[src/rtl/operand_collector.sv]
// rtl/operand_collector.sv - collects read beats into narrow operands plus one wide operand
module operand_collector #(
    parameter int DATA_W     = 20,
    parameter int NUM_NARROW = 2,
    parameter int WIDE_BEATS = 2
) (
    input  logic                         clk,
    input  logic                         arst_ni,
    input  logic                         clear_i,
    input  logic                         rd_data_valid_i,
    output logic                         rd_data_ready_o,
    input  logic [DATA_W-1:0]            rd_data_i,
    output logic [NUM_NARROW*DATA_W-1:0] operands_o,
    output logic [WIDE_BEATS*DATA_W-1:0] operand_wide_o,
    output logic                         operation_valid_o,
    input  logic                         operation_ready_i
);

    localparam int TOTAL = NUM_NARROW + WIDE_BEATS;
    localparam int CNT_W = (TOTAL > 1) ? $clog2(TOTAL) : 1;
    localparam logic [CNT_W-1:0] LAST = CNT_W'(TOTAL - 1);

    generate
        if (NUM_NARROW < 1 || WIDE_BEATS < 1) begin : g_param_check
            $error("operand_collector: NUM_NARROW and WIDE_BEATS must both be >= 1");
        end
    endgenerate

    typedef enum logic {
        COLLECT = 1'b0,
        HOLD    = 1'b1
    } state_t;

    state_t           state;
    state_t           state_next;
    logic [CNT_W-1:0] cnt;
    logic             accept;

    // clear wins over everything, so a beat offered during clear is never taken
    assign accept = rd_data_valid_i & rd_data_ready_o & ~clear_i;

    // state register
    always_ff @(posedge clk or negedge arst_ni) begin
        if (!arst_ni) begin
            state <= COLLECT;
        end else begin
            state <= state_next;
        end
    end

    // next state: the last beat enters HOLD, a consumed set returns to COLLECT
    always_comb begin
        state_next = state;
        if (clear_i) begin
            state_next = COLLECT;
        end else begin
            case (state)
                COLLECT: if (accept && cnt == LAST) state_next = HOLD;
                HOLD:    if (operation_ready_i)     state_next = COLLECT;
                default: state_next = COLLECT;
            endcase
        end
    end

    // outputs: a consumed set frees the input in the same cycle for a zero-bubble reload
    always_comb begin
        operation_valid_o = (state == HOLD);
        rd_data_ready_o   = (state == COLLECT) || (state == HOLD && operation_ready_i);
    end

    // beat counter; it is already 0 in HOLD, so a beat taken at hand-off becomes beat 0
    always_ff @(posedge clk or negedge arst_ni) begin
        if (!arst_ni) begin
            cnt <= '0;
        end else if (clear_i) begin
            cnt <= '0;
        end else if (accept) begin
            cnt <= (cnt == LAST) ? '0 : cnt + CNT_W'(1);
        end
    end

    // operand registers: each accepted beat lands in the slice selected by cnt
    always_ff @(posedge clk or negedge arst_ni) begin
        if (!arst_ni) begin
            operands_o     <= '0;
            operand_wide_o <= '0;
        end else if (accept) begin
            for (int k = 0; k < NUM_NARROW; k++) begin
                if (cnt == CNT_W'(k)) begin
                    operands_o[k*DATA_W +: DATA_W] <= rd_data_i;
                end
            end
            for (int j = 0; j < WIDE_BEATS; j++) begin
                if (cnt == CNT_W'(NUM_NARROW + j)) begin
                    operand_wide_o[j*DATA_W +: DATA_W] <= rd_data_i;
                end
            end
        end
    end

endmodule

[config.mk]
export PLATFORM = sky130hd
export DESIGN_NAME = operand_collector
export DESIGN_NICKNAME = d
export VERILOG_FILES = /design/src/rtl/operand_collector.sv
export SDC_FILE = /design/constraint.sdc
export NUM_CORES = 1
export LEC_CHECK = 0
export ABC_AREA = 1
export BUFFER_PORTS_ARGS = -buffer_cell sky130_fd_sc_hd__clkbuf_2
export CAP_MARGIN = 40
export CORE_AREA = 2 2 89 91
export DETAILED_ROUTE_END_ITERATION = 10
export DIE_AREA = 0 0 91 93
export HOLD_SLACK_MARGIN = 0.06
export PLACE_DENSITY = 0.75
export REMOVE_ABC_BUFFERS = 1
export SYNTH_ARGS = -nofsm -noshare
export SYNTH_HDL_FRONTEND = slang
export SYNTH_SLANG_ARGS = --single-unit
[constraint.sdc]
create_clock -name clk -period 1.29 [get_ports clk]
set_clock_uncertainty 0.15 [all_clocks]
set_input_delay 0.258 -clock clk [delete_from_list [all_inputs] [get_ports clk]]
set_output_delay 0.258 -clock clk [all_outputs]
set_load 0.1 [all_outputs]
== Yosys cells after proc, flatten, opt, wreduce, memory -nomap -nowiden ==
Index checks and enable logic that the tools add are counted.
Word-level totals
  register bits after elaboration: 83
  latch bits: 0
  RAM bits: 0
  bits in read-only memories: 0
  input bits: 25
  output and inout bits: 82
  word-level logic and storage cells: 30
  memories kept: 0
Cells by class
  add/subtract/negate cells: 1
  multipliers: 0
  divide/modulo/power cells: 0
  magnitude comparators: 0
  equal/unequal tests: 3
  shift operators: 0
  multiplexer cells: 7
  bitwise gates (word level): 4
  reduce and logical (&&, ||, !) cells: 9
Operators by type and width (number)
  $reduce_and 2->1: 4
  $mux 2: 3
  $eq 2x2->1 const B: 2
  $mux 1: 3
  $add 2x1->2 const B: 1
  $and 1x1->1: 2
  $eq 2x1->1 const B: 1
  $logic_and 1x1->1: 2
  $logic_not 2->1: 1
  $not 1->1: 2
  $pmux 1 s2: 1
  $reduce_bool 2->1: 1
  $logic_or 1x1->1: 1

== Logic depth before layout (Yosys ltp) ==
  depth after elaboration: 8
  mapped depth: 8
  mapped depth without buffers: 7

== Worst setup path after synthesis ==
Ideal clock, no wire load.
  kind: register to register
  start point: register state, in the netlist operation_valid_o
  end point: register operand_wide_o[32]
  setup time: 76 ps
  arrival: 2183 ps
  data required time: 1064 ps
  setup slack: -1120 ps
  stages on the path, launching flop included: 8
  buffers on the path: 1
  clock period less this slack: 2410 ps
  cells stage by stage: dfrtp_1 > nand2_2 > nand2_4 > nor2_8 > nand2_4 > buf_4 > nand2_1 > o21ai_1
On the way
  cells in the longest elaborated chain, start to end: 5
  elaborated cells on any way between the ends: 6
  classes of those cells: bitwise: 3; reduce/logical: 3
RTL lines
  start: declaration: RTL line 34  | state_t state;
  start signal: assignment: RTL line 47  | state <= state_next;
  $logic_and 1x1->1 / $not 1->1 (equally long branches)
  $logic_or 1x1->1 (*): RTL line 68  | rd_data_ready_o = (state == COLLECT) || (state == HOLD && operation_ready_i);
  net rd_data_ready_o: RTL line 11  | output logic rd_data_ready_o,
  $and 1x1->1 (*) (2 in a row): RTL line 40  | assign accept = rd_data_valid_i & rd_data_ready_o & ~clear_i;
  $reduce_and 2->1 (no line) (*)
  end signal: indexed assignment: RTL line 95  | operand_wide_o[j*DATA_W +: DATA_W] <= rd_data_i;
  end: declaration: RTL line 14  | output logic [WIDE_BEATS*DATA_W-1:0] operand_wide_o,
Mark *: on every way through the listed nets, which the timed path passes. The rest lies on a longest branch.
A chain may end at the register's enable or synchronous reset.

== Final worst setup path ==
  start point: register state, in the netlist operation_valid_o
  end point: register operand_wide_o[6]
On the way
  cells in the longest elaborated chain, start to end: 5
  elaborated cells on any way between the ends: 6
  classes of those cells: bitwise: 3; reduce/logical: 3
RTL lines (RTL line)
  $logic_and 1x1->1 / $not 1->1 (equally long branches)
  $logic_or 1x1->1 (*): 68
  $and 1x1->1 (*) (2 in a row): 40
  $reduce_and 2->1 (no line) (*)
Mark *: on every way between the ends. The rest lies on a longest branch, timed or not.

==> results.json <==
{
  "r2r_start": "operation_valid_o",
  "slew_violations": 0,
  "dieWidth_um": 91,
  "grt_usage": 0.220,
  "gp_congestion": 0.765,
  "ioPinCount": 107,
  "r2r-end": "operand_wide_o[6]",
  "startpoint": "operation_valid_o",
  "endpoint_kind": "flop",
  "wl_per_cell_um": 16.7,
  "ctsRootBufferMaster": "clkbuf_8",
  "synth_warnings": 0,
  "multiInputGateArea_um2": 1070,
  "placementRows": 32,
  "cts_tree": "done",
  "timing.final.ws_setup_ns": -0.256,
  "vias_per_cell": 4.81,
  "tightestPinTransition_ns": 0.214,
  "grt_max_degree": 40,
  "h-tree-depth": 3,
  "first_global_vias": 2796,
  "route.vias.total": 2778,
  "synthCells": 304,
  "clk_pin_slew_ns": 0.08,
  "criticalPathCategory": "flop to flop",
  "drive_above_1_share": 0.507,
  "seq_area_frac_synth": 0.627,
  "regArea_um2": 2080,
  "violations": "setup timing",
  "ys_seq_elements": 83,
  "fmax_ghz": 0.647,
  "r2r_cells": 8,
  "syn_to_final_growth_pct": 82.3,
  "dp_hpwl_um": 5940,
  "finalNetCount": 499,
  "period_needed_ns": 1.55,
  "r2r_slack_ns": -0.26,
  "antenna_found_initial": 0,
  "crit_fanout": 15,
  "preCtsSetupSlack_ns": -0.104,
  "fp.dieH_um": 93,
  "setup_viol": 164,
  "clk_path_buf_depth": 2,
  "hp-class": "input port to flop",
  "maxCapViolCount": 0,
  "drcViolationCount": 0,
  "synth.distinct_cells": 15,
  "die_area_um2": 8460,
  "p_leak_nw": 2.98,
  "syn_area_um2": 3310,
  "power.density_nw_per_um2": 2480,
  "total_power_w": 0.0150,
  "postSynthAreaPerCell_um2": 10.9,
  "dr.pass1.iters": 4,
  "clk_latency_ns": 0.34,
  "cp.arrival_ns": 1.62,
  "fill_cells": 449,
  "status": "finished with violations",
  "endpoint": "operand_wide_o[6]",
  "cts_sinks": 83,
  "drt-total-wl_um": 9660,
  "diodes": 0,
  "rsz0062_at_grt": "true",
  "drtIter0Drc": 157,
  "grt_overflow": 0,
  "worstSetupStartpointType": "flop",
  "relSlewSlack": 0.857,
  "fp.coreArea_um2": 7530,
  "finalCritPeriodShare": 1.20,
  "io_buffers": 106,
  "initial_core_util": 0.440,
  "grt_pass1_wl_um": 14600,
  "antenna_left": 0,
  "ir_worst_vdd_v": 0.00168,
  "numCtsBuffers": 9,
  "finalHoldViolCount": 0,
  "crit_required_ns": 1.37
}
==> layout make-up <==
class	count	share of cell area
well taps	102	0.0211
inverters	26	0.0162
clock inverters	4	0.0122
repair buffers	171	0.406
multi-input cells	179	0.177
flip-flops and latches	83	0.344
clock buffers	12	0.0240
==> cells in the mapped netlist, drive strengths merged <==
cell type | number | share of area
inv | 26 | 0.029
clkbuf | 2 | 0.0083
nor2 | 3 | 0.0083
ha | 4 | 0.015
buf | 14 | 0.045
dfrtp | 83 | 0.63
nand2 | 89 | 0.11
o21ai | 82 | 0.15
a41oi | 1 | 0.0026
==> how the worst min path moves through the flow <==
stage	startpoint	end	slack (ns)	cells past startpoint
6_report	rd_data_i[1]	operand_wide_o[21]	0.07	3
5_1_grt	rd_data_i[9]	operand_wide_o[9]	0.07	3
4_1_cts	rd_data_i[11]	operand_wide_o[11]	0.06	3
3_5_place_dp	arst_ni	operands_o[3]	-0.03	1
3_3_place_gp	arst_ni	operands_o[3]	-0.04	1
2_1_floorplan	arst_ni	cnt[0]	-0.19	0
==> power by group <==
part	switching, W	internal [W]
Clock	0.000903	0.00115
Sequential	0.000729	0.00323
Combinational	0.00574	0.00324
Total	0.00737	0.00762
==> flip-flops by register name (all words and copies together) (netlist names) <==
name,flops
operand_wide_o,40
operands_o,40
cnt,2
operation_valid_o,1
==> timing repair <==
item	CTS	global route
buffers inserted	23	21
hold buffers	6	0
gates cloned	0	3
endpoints found under the hold margin	88	0
pin swaps	1	1
endpoints found under the setup margin	162	165
resized for setup	6	35
==> stage by stage <==
| stage | hold slack, ns | instances | TNS [ns] | util | cell area, µm² |
|---|---|---|---|---|---|
| floorplan | -0.188 | 288 | -100.30 | - | 3140 |
| global placement | -0.0377 | 509 | -3.38 | 0.696 | 5240 |
| detailed placement | -0.0325 | 509 | -5.54 | 0.696 | 5240 |
| CTS | 0.0615 | 554 | -19.03 | 0.758 | 5710 |
| global route | 0.0713 | 577 | -30.02 | 0.803 | 6040 |
| finish | 0.0674 | 577 | -22.10 | 0.803 | 6040 |
==> cell families (layout without fill, tap and decap cells) <==
| kind of cell | after synthesis | after routing | synth area share |
|---|---|---|---|
| and+or+nand+nor | 92 | 92 | 0.121 |
| AOI/OAI and AO/OA | 83 | 83 | 0.154 |
| DFF | 83 | 83 | 0.627 |
| buffers and inverters | 42 | 213 | 0.0831 |
| adders and majority gates | 4 | 4 | 0.0151 |
==> per-layer routing <==
| metal | track usage | part of all wire |
|---|---|---|
| met3 | 0.0508 | 0.049 |
| met5 | 0 | 0 |
| met4 | 0.0846 | 0.015 |
| met2 | 0.370 | 0.55 |
| met1 | 0.278 | 0.39 |
==> cell usage in the layout, fill, tap and decap left out, drive strengths merged <==
| master | synthesis | layout |
|---|---|---|
| buf | 14 | 139 |
| o21ai | 82 | 82 |
| bufinv | 0 | 2 |
| dlygate4sd3 | 0 | 6 |
| dfrtp | 83 | 83 |
| inv | 26 | 26 |
| nand2 | 89 | 89 |
| a41oi | 1 | 1 |
| clkinv | 0 | 2 |
| nor2 | 3 | 3 |
| ha | 4 | 4 |
| clkbuf | 2 | 38 |
==> critical path, stage by stage, from the launching register on <==
cell and delay (ns):
dfrtp_1 0.40, nand2_2 0.09, buf_6 0.12, nand2_8 0.05, nor2_8 0.17, nand2_4 0.11
buf_12 0.18, nand2_1 0.08, o21ai_1 0.08
No activity file was read; power rests on OpenSTA's default activity.
